$ cat src/rtl/riscv_pkg.sv
// Shared encodings for the multi-cycle RV32I control unit: opcodes, FSM states,
// datapath mux selects, ALU operation classes and trap causes.
package riscv_pkg;

  localparam logic [6:0] OP_R      = 7'b0110011;
  localparam logic [6:0] OP_IMM    = 7'b0010011;
  localparam logic [6:0] OP_LOAD   = 7'b0000011;
  localparam logic [6:0] OP_STORE  = 7'b0100011;
  localparam logic [6:0] OP_BRANCH = 7'b1100011;
  localparam logic [6:0] OP_JAL    = 7'b1101111;
  localparam logic [6:0] OP_JALR   = 7'b1100111;
  localparam logic [6:0] OP_LUI    = 7'b0110111;
  localparam logic [6:0] OP_AUIPC  = 7'b0010111;

  typedef enum logic [3:0] {
    S_FETCH     = 4'd0,
    S_DECODE    = 4'd1,
    S_EXEC_R    = 4'd2,
    S_EXEC_I    = 4'd3,
    S_LUI       = 4'd4,
    S_AUIPC     = 4'd5,
    S_ALU_WB    = 4'd6,
    S_MEM_ADDR  = 4'd7,
    S_MEM_LOAD  = 4'd8,
    S_LOAD_WB   = 4'd9,
    S_MEM_STORE = 4'd10,
    S_BRANCH    = 4'd11,
    S_JAL       = 4'd12,
    S_JALR      = 4'd13,
    S_TRAP      = 4'd14
  } state_t;

  localparam logic [1:0] SRC_A_PC    = 2'b00;
  localparam logic [1:0] SRC_A_OLDPC = 2'b01;
  localparam logic [1:0] SRC_A_RS1   = 2'b10;

  localparam logic [1:0] SRC_B_RS2   = 2'b00;
  localparam logic [1:0] SRC_B_IMM   = 2'b01;
  localparam logic [1:0] SRC_B_FOUR  = 2'b10;

  localparam logic [1:0] ALU_ADD     = 2'b00;
  localparam logic [1:0] ALU_BRANCH  = 2'b01;
  localparam logic [1:0] ALU_FUNCT   = 2'b10;
  localparam logic [1:0] ALU_PASS_B  = 2'b11;

  localparam logic [1:0] M2R_ALUOUT  = 2'b00;
  localparam logic [1:0] M2R_MDR     = 2'b01;
  localparam logic [1:0] M2R_PC      = 2'b10;

  localparam logic [1:0] CAUSE_NONE    = 2'b00;
  localparam logic [1:0] CAUSE_ILLEGAL = 2'b01;
  localparam logic [1:0] CAUSE_TIMEOUT = 2'b10;

  function automatic logic is_wait_state(input state_t s);
    return (s == S_FETCH) || (s == S_MEM_LOAD) || (s == S_MEM_STORE);
  endfunction

endpackage

$ cat src/rtl/mem_wait_timer.sv
// Counts consecutive stalled cycles of one memory access and flags the cycle
// in which the stall reaches MEM_TIMEOUT (never, when MEM_TIMEOUT is 0).
module mem_wait_timer #(
  parameter int WAIT_W      = 8,
  parameter int MEM_TIMEOUT = 16
) (
  input  logic clk,
  input  logic rst,
  input  logic active,
  input  logic ready,
  output logic expired
);

  localparam logic [WAIT_W-1:0] LIMIT = WAIT_W'(MEM_TIMEOUT);

  logic [WAIT_W-1:0] r_count;

  // Every wait state is left only on ready or into TRAP, so clearing on
  // !active or ready also covers every state change.
  always_ff @(posedge clk) begin
    if (rst || !active || ready) r_count <= '0;
    else                         r_count <= r_count + WAIT_W'(1);
  end

  assign expired = (MEM_TIMEOUT != 0) && active && !ready && (r_count == LIMIT);

endmodule

$ cat src/rtl/multicycle_control_unit.sv
// Multi-cycle RV32I main control FSM with memory-wait timeout, illegal-opcode
// trap and cycle/instret counters.
module multicycle_control_unit
  import riscv_pkg::*;
#(
  parameter int MEM_TIMEOUT = 16,
  parameter int CNT_W       = 32,
  parameter int WAIT_W      = 8
) (
  input  logic             clk,
  input  logic             rst,
  input  logic [6:0]       opcode,
  input  logic             mem_ready,
  output logic             pc_write,
  output logic             pc_write_cond,
  output logic             pc_src,
  output logic             ir_write,
  output logic             i_or_d,
  output logic             mem_read,
  output logic             mem_write,
  output logic [1:0]       alu_src_a,
  output logic [1:0]       alu_src_b,
  output logic [1:0]       alu_op,
  output logic [1:0]       mem_to_reg,
  output logic             reg_write,
  output logic             retire,
  output logic             trap,
  output logic [1:0]       trap_cause,
  output logic [CNT_W-1:0] cycle_cnt,
  output logic [CNT_W-1:0] instret_cnt,
  output state_t           dbg_state
);

  state_t           r_state, w_next_state;
  logic [1:0]       r_trap_cause, w_next_cause;
  logic [CNT_W-1:0] r_cycle_cnt, r_instret_cnt;
  logic             w_expired;

  mem_wait_timer #(.WAIT_W(WAIT_W), .MEM_TIMEOUT(MEM_TIMEOUT)) u_timer (
    .clk     (clk),
    .rst     (rst),
    .active  (is_wait_state(r_state)),
    .ready   (mem_ready),
    .expired (w_expired)
  );

  always_ff @(posedge clk) begin
    if (rst) begin
      r_state       <= S_FETCH;
      r_trap_cause  <= CAUSE_NONE;
      r_cycle_cnt   <= '0;
      r_instret_cnt <= '0;
    end else begin
      r_state      <= w_next_state;
      r_trap_cause <= w_next_cause;
      r_cycle_cnt  <= r_cycle_cnt + CNT_W'(1);
      if (retire) r_instret_cnt <= r_instret_cnt + CNT_W'(1);
    end
  end

  // Memory handshake: mem_read/mem_write is a request held steady every cycle
  // of the access; the access completes in the cycle mem_ready is 1.
  always_comb begin
    w_next_state  = r_state;
    w_next_cause  = r_trap_cause;
    pc_write      = 1'b0;
    pc_write_cond = 1'b0;
    pc_src        = 1'b0;
    ir_write      = 1'b0;
    i_or_d        = 1'b0;
    mem_read      = 1'b0;
    mem_write     = 1'b0;
    alu_src_a     = SRC_A_PC;
    alu_src_b     = SRC_B_RS2;
    alu_op        = ALU_ADD;
    mem_to_reg    = M2R_ALUOUT;
    reg_write     = 1'b0;
    retire        = 1'b0;
    case (r_state)
      S_FETCH: begin
        mem_read  = 1'b1;
        alu_src_b = SRC_B_FOUR;
        if (mem_ready) begin
          ir_write     = 1'b1;
          pc_write     = 1'b1;
          w_next_state = S_DECODE;
        end else if (w_expired) begin
          w_next_state = S_TRAP;
          w_next_cause = CAUSE_TIMEOUT;
        end
      end
      S_DECODE: begin
        alu_src_a = SRC_A_OLDPC;
        alu_src_b = SRC_B_IMM;
        case (opcode)
          OP_R:                w_next_state = S_EXEC_R;
          OP_IMM:              w_next_state = S_EXEC_I;
          OP_LOAD, OP_STORE:   w_next_state = S_MEM_ADDR;
          OP_BRANCH:           w_next_state = S_BRANCH;
          OP_JAL:              w_next_state = S_JAL;
          OP_JALR:             w_next_state = S_JALR;
          OP_LUI:              w_next_state = S_LUI;
          OP_AUIPC:            w_next_state = S_AUIPC;
          default: begin
            w_next_state = S_TRAP;
            w_next_cause = CAUSE_ILLEGAL;
          end
        endcase
      end
      S_EXEC_R: begin
        alu_src_a = SRC_A_RS1; alu_op = ALU_FUNCT; w_next_state = S_ALU_WB;
      end
      S_EXEC_I: begin
        alu_src_a = SRC_A_RS1; alu_src_b = SRC_B_IMM; alu_op = ALU_FUNCT;
        w_next_state = S_ALU_WB;
      end
      S_LUI: begin
        alu_src_b = SRC_B_IMM; alu_op = ALU_PASS_B; w_next_state = S_ALU_WB;
      end
      S_AUIPC: begin
        alu_src_a = SRC_A_OLDPC; alu_src_b = SRC_B_IMM; w_next_state = S_ALU_WB;
      end
      S_ALU_WB: begin
        reg_write = 1'b1; retire = 1'b1; w_next_state = S_FETCH;
      end
      S_MEM_ADDR: begin
        alu_src_a = SRC_A_RS1; alu_src_b = SRC_B_IMM;
        w_next_state = opcode[5] ? S_MEM_STORE : S_MEM_LOAD;
      end
      S_MEM_LOAD: begin
        mem_read = 1'b1; i_or_d = 1'b1;
        if (mem_ready) w_next_state = S_LOAD_WB;
        else if (w_expired) begin
          w_next_state = S_TRAP;
          w_next_cause = CAUSE_TIMEOUT;
        end
      end
      S_LOAD_WB: begin
        reg_write = 1'b1; mem_to_reg = M2R_MDR; retire = 1'b1;
        w_next_state = S_FETCH;
      end
      S_MEM_STORE: begin
        mem_write = 1'b1; i_or_d = 1'b1;
        if (mem_ready) begin
          retire       = 1'b1;
          w_next_state = S_FETCH;
        end else if (w_expired) begin
          w_next_state = S_TRAP;
          w_next_cause = CAUSE_TIMEOUT;
        end
      end
      S_BRANCH: begin
        alu_src_a = SRC_A_RS1; alu_op = ALU_BRANCH; pc_write_cond = 1'b1;
        pc_src = 1'b1; retire = 1'b1; w_next_state = S_FETCH;
      end
      S_JAL: begin
        reg_write = 1'b1; mem_to_reg = M2R_PC; pc_write = 1'b1; pc_src = 1'b1;
        retire = 1'b1; w_next_state = S_FETCH;
      end
      S_JALR: begin
        alu_src_a = SRC_A_RS1; alu_src_b = SRC_B_IMM; reg_write = 1'b1;
        mem_to_reg = M2R_PC; pc_write = 1'b1; retire = 1'b1;
        w_next_state = S_FETCH;
      end
      default: w_next_state = S_TRAP;
    endcase
    // Reset silences every enable and request, even mid-access.
    if (rst) begin
      pc_write      = 1'b0;
      pc_write_cond = 1'b0;
      ir_write      = 1'b0;
      mem_read      = 1'b0;
      mem_write     = 1'b0;
      reg_write     = 1'b0;
      retire        = 1'b0;
    end
  end

  assign trap        = (r_state == S_TRAP);
  assign trap_cause  = r_trap_cause;
  assign cycle_cnt   = r_cycle_cnt;
  assign instret_cnt = r_instret_cnt;
  assign dbg_state   = r_state;

endmodule

$ cat config.mk
export PLATFORM = sky130hd
export DESIGN_NAME = multicycle_control_unit
export DESIGN_NICKNAME = d
export VERILOG_FILES = /design/src/rtl/riscv_pkg.sv /design/src/rtl/mem_wait_timer.sv /design/src/rtl/multicycle_control_unit.sv
export SDC_FILE = /design/constraint.sdc
export NUM_CORES = 1
export LEC_CHECK = 0
export ABC_AREA = 1
export BUFFER_PORTS_ARGS = -buffer_cell sky130_fd_sc_hd__buf_2
export CAP_MARGIN = 20
export CORE_MARGIN = 10
export CORE_UTILIZATION = 37
export DETAILED_ROUTE_END_ITERATION = 8
export HOLD_SLACK_MARGIN = 0.05
export PLACE_DENSITY = 0.59
export SYNTH_ARGS = -nofsm -noshare
export SYNTH_HDL_FRONTEND = slang
export SYNTH_SLANG_ARGS = --single-unit
$ cat constraint.sdc
create_clock -name clk -period 2 [get_ports clk]
set_input_delay 0.3 -clock clk [delete_from_list [all_inputs] [get_ports clk]]
set_output_delay 0.3 -clock clk [all_outputs]
set_load 0.02 [all_outputs]
## Word level (Yosys, flattened, before mapping)

Index checks and enable logic that the tools add are counted.

- Output and inout bits: 88
- Logic and storage cells: 92
- Input bits: 10
- Register bits: 78

- Mux-type cells: 32
- Equality and inequality tests: 27
- $add $sub $neg: 3
- Reductions and logical operators: 25

Operators with widths:

| kind | number |
|---|---|
| $add A32 B1 Y32 const B | 2 |
| $pmux W4 S8 | 1 |
| $eq A4 B4 Y1 const B | 7 |
| $pmux W4 S7 | 1 |
| $eq A7 B6 Y1 const B | 3 |
| $eq A7 B7 Y1 const B | 3 |
| $eq A4 B3 Y1 const B | 4 |
| $mux W4 | 4 |
| $pmux W2 S2 | 4 |
| $mux W1 | 15 |
| $eq A7 B5 Y1 const B | 2 |
| $reduce_or A2 Y1 | 7 |
| $reduce_or A5 Y1 | 2 |
| $reduce_or A9 Y1 | 1 |
| $add A8 B1 Y8 const B | 1 |
| $eq A4 B2 Y1 const B | 2 |
| $eq A8 B5 Y1 const B | 1 |
| $mux W2 | 4 |
| $reduce_or A4 Y1 | 2 |
| $eq A7 B2 Y1 const B | 1 |
| $pmux W2 S3 | 1 |
| $reduce_or A6 Y1 | 1 |
| $eq A4 B1 Y1 const B | 1 |
| $logic_not A4 Y1 | 1 |
| other kinds (9) | 16 |

## Logic depth before layout (Yosys ltp)

- Depth in word-level cells: 8
- Depth in mapped cells: 11
- Mapped depth without buffers: 10

## Modules after synthesis

A second synthesis with hierarchy kept.

- Cell total of the unflattened synthesis: 784
- Area total of the unflattened synthesis: 4860.9 sq um

Modules (own cells, without submodules):

| module | area each (sq um) | times used | sequential area each (sq um) | cells each |
|---|---|---|---|---|
| multicycle_control_unit | 4465.5 | 1 | 1401.3 | 728 |
| mem_wait_timer | 395.4 | 1 | 160.2 | 56 |

## Worst setup path before layout

Ideal clock, no wire load.

- Path type: flip-flop to output port
- Start: reg r_state[1], in the netlist dbg_state[1]
- End: out pc_write
- Arrival time: 1560 ps
- Path buffers: 1
- Setup slack: 140 ps
- Stages on the path, launching flop included: 7
- Required time: 1700 ps
- Path through: dfxtp_1 -> buf_6 -> nor2_1 -> nand2_1 -> nor2_1 -> nand2_1 -> a21oi_1

- Word-level cells in the longest chain between the ends: 4
- Elaborated cells between the ends (all ways): 6
- Classes of those cells: eq/ne: 2; mux: 2; reduce/logical: 2

RTL lines:

| element | RTL line | RTL |
|---|---|---|
| start, declared | multicycle_control_unit.sv:34 | `state_t r_state, w_next_state;` |
| start signal, assigned | multicycle_control_unit.sv:54 | `r_state <= w_next_state;` |
| $eq A4 B4 Y1 | multicycle_control_unit.sv:79 | `case (r_state)` |
| $reduce_or A2 Y1 (no line) | -- |  |
| $pmux W1 S2 * | multicycle_control_unit.sv:79 |  |
| $mux W1 * | multicycle_control_unit.sv:168 | `if (rst) begin` |
| end, declared | multicycle_control_unit.sv:14 | `output logic pc_write,` |

Mark *: on every way between the ends. The rest lies on a longest branch, timed or not.

## Worst setup path after layout

- Start: reg r_state[0], in the netlist dbg_state[0]
- End: out retire

- Word-level cells in the longest chain between the ends: 4
- Elaborated cells between the ends (all ways): 9
- Classes of those cells: eq/ne: 6; mux: 2; reduce/logical: 1

RTL lines:

| element | RTL line | RTL |
|---|---|---|
| $eq A4 B4 Y1 / $eq A4 B3 Y1 (equally long branches) | multicycle_control_unit.sv:79 |  |
| $reduce_or A5 Y1 (no line) | -- |  |
| $pmux W1 S2 * | multicycle_control_unit.sv:79 |  |
| $mux W1 * | multicycle_control_unit.sv:168 |  |
| end, declared | multicycle_control_unit.sv:26 | `output logic retire,` |

Marked as above.

==> results.cfg <==
[yosys]
yosys_warnings = 0
synthTopCellsByArea = dfxtp_1, nand2_1, nor2_1, inv_1, a21oi_1
ys_types = 33
synth_area_sq_mm = 0.004634
synth_flop_cell = dfxtp_1
synthCells = 768
syn-num-nets = 782
ys_seq_area_share_pct = 33.69
synth.avg_cell_area_sq_um = 6.034
ys_seq_elements = 78
async_reset_ff_share_pct = 0
synth_edf_count = 0
synth_top_cell_by_area = dfxtp_1
yosysTopAreaCellShare_pct = 33.69

[floorplanning]
die_y_um = 131.9
die_x_um = 131.9
core_area_sq_mm = 0.01216
rows = 40
dieArea_sq_mm = 0.01740
start_util_pct = 38.11
ios = 98

[drt]
wire_per_inst_um = 13.24
drc = 0
drt_wl_total_um = 13920
drtIter0Drc = 293
viasPerCell = 4.713
route.vias.total = 4953
drt_first_pass_iters = 5
ant_nets = 0

[place]
dpl.hpwl_um = 11180
port_buffers = 97
dp_cells = 1034
gp_congestion = 0.9001

[worst_setup_path]
cp_top_family = simple AND/OR/NAND/NOR gates
critPathKind = flop to primary output
cp.buffers_inverters = 2
worstPathRequired_ns = 1.70
cp_cell_sequence = inv_1 -> nor2_1 -> nand2_1 -> nand3_2 -> nor2_4 -> nor2_8 -> buf_2
startpoint_type = flop
end_kind = primary output
critPathMaxFanout = 8
regToRegStartpoint = cycle_cnt[0]$_SDFF_PP0_
slowest_delay_ns = 0.40
crit_start = dbg_state[0]$_SDFF_PP0_
slowest_stage = dfxtp_4
cp.arrival_ns = 1.65

[timing]
clock_skew_ns = 0.01226
hold_violations = 0
relSlewSlack_pct = 71.86
drv_slew = 0
tns_ns = 0
fmax_ghz = 0.5125
setup_viol = 0
worstMarginPinSlew_ns = 0.4182
fin_crit_sh_pct = 97.56
rsz0062_at_grt = true
min_period_ns = 1.951
hold_ws_ns = 0.3002

[clock_network]
hold_buffers = 0
cts.sink_count = 78
clk_pin_slew_ns = 0.07
clkLatencyLatePin_ns = 0.35
root_buffer = clkbuf_16
cts_tree = yes
clockBufferDepth = 2
htreeDepth = 3
cts_buffers = 9

[cells_and_area]
drive_gt1_share_pct = 17.33
fin_cells = 1051
syn_to_final_growth_pct = 23.25
finalNetCount = 892
postLayoutCoreUtil_pct = 46.97
diodes = 0
fill_cells = 1326

[job]
max_cap_violations = 0

[grt]
grtUsageTotal_pct = 15.87
grt_max_degree = 20
antenna_found_initial = 0
grt_pass1_vias = 4594
grt_first_pass_wirelength_um = 23120
grt.overflow.total = 0

[pwr]
ir_drop_v = 0.0005791
cellPowerDensity_mw_per_mm2 = 807.2
power_leakage_nw = 2.409

[min_path]
hold_class = input pin to flop
worstHoldStart = mem_ready

[outcome]
outcome = finished clean
[cell families (layout without fill, tap and decap cells)]
| group | count (synthesis) | after routing | share of synthesized area, % |
|---|---|---|---|
| compound gates | 75 | 75 | 8.585 |
| xor+xnor | 16 | 16 | 3.024 |
| fa+ha+maj | 4 | 4 | 1.080 |
| buf+inv | 91 | 206 | 8.180 |
| flops | 78 | 78 | 33.69 |
| simple gates | 504 | 504 | 45.44 |
[layer usage]
layer	GRT usage [%]	vias up	wire, um
met5	0	-	0
met4	4.821	0	185
met3	4.535	18	759
met2	22.57	122	5665
met1	22.39	2170	7308
li1	-	2643	-
[cell usage after synthesis, drive strengths merged, types with 2 or more instances]
library cell,count
nand3,42
inv,77
or2,5
o21ai,14
nor3b,2
nor2,142
xor2,13
a21oi,56
clkbuf,6
nand4,6
and3,4
nand3b,11
o211ai,2
xnor2,3
dfxtp,78
nand2,275
nor3,16
ha,4
buf,7
[sequential cells by signal, indices dropped and copies added (netlist names)]
signal / cells
trap_cause: 2
instret_cnt: 32
cycle_cnt: 32
u_timer.r_count: 8
dbg_state: 4
[layout make-up]
cell class | instances | area [sq um] | share of cell area (%)
sequential | 78 | 1574 | 27.56
timing repair buffer | 112 | 598.1 | 10.47
tap | 168 | 210.2 | 3.680
clock inverter | 7 | 105.1 | 1.840
multi-input combinational | 599 | 2706 | 47.38
clock buffer | 9 | 225.2 | 3.943
inverter | 78 | 292.8 | 5.126
[cells in the final DEF (no fill, tap or decap), types with 2 or more instances in the layout]
cell,instances
nand4_1,5
bufinv_16,2
a21oi_1,53
clkinv_4,2
buf_2,97
o211ai_1,2
buf_4,15
clkbuf_16,9
inv_1,76
nor2_4,3
and3_1,4
o21ai_0,14
nor2_2,3
nand3_1,41
nand2_1,272
nor3_1,16
nor2_1,135
nand3b_1,11
nor3b_1,2
xor2_1,13
nand2_2,3
ha_1,4
a21oi_2,3
xnor2_1,3
dfxtp_4,3
dfxtp_1,74
or2_2,5
[worst paths after layout]
kind	to	slack, ns	cells after the start
max	retire	0.05	7
min	u_timer.r_count[7]$_SDFF_PP0_	0.30	4
max reg2reg	cycle_cnt[18]$_SDFF_PP0_	0.29	8
min reg2reg	trap_cause[0]$_SDFFE_PP0P_	0.45	2
[stage by stage]
step	area, sq um	power, mW	worst slack (ns)
2_1_floorplan	4634	2.472	0.1405
3_3_place_gp	5349	2.797	0.2628
3_5_place_dp	5349	2.793	0.2375
4_1_cts	5684	4.629	0.006365
5_1_grt	5712	4.852	-0.05974
6_report	5712	4.610	0.04889
[where the power goes]
part,internal [mW],switching (mW)
Clock,1.11,0.705
Sequential,1.62,0.0948
Combinational,0.338,0.739
Total,3.07,1.54
[timing repair]
action | 4_1_cts | 5_1_grt
pin swaps | 0 | 1
setup buffers | 0 | 1
resized for setup | 4 | 7
endpoints found under the setup margin | 1 | 5
[worst reg2reg max path, stage by stage (launching register included)]
cell and delay (ns):
dfxtp_1 0.37, ha_1 0.26, nand2_1 0.13, nor2_2 0.18
nand2_1 0.16, nor2_2 0.18, nand3_1 0.11, xor2_1 0.15
nor2_1 0.05
Power figures use the tool's default switching activity.
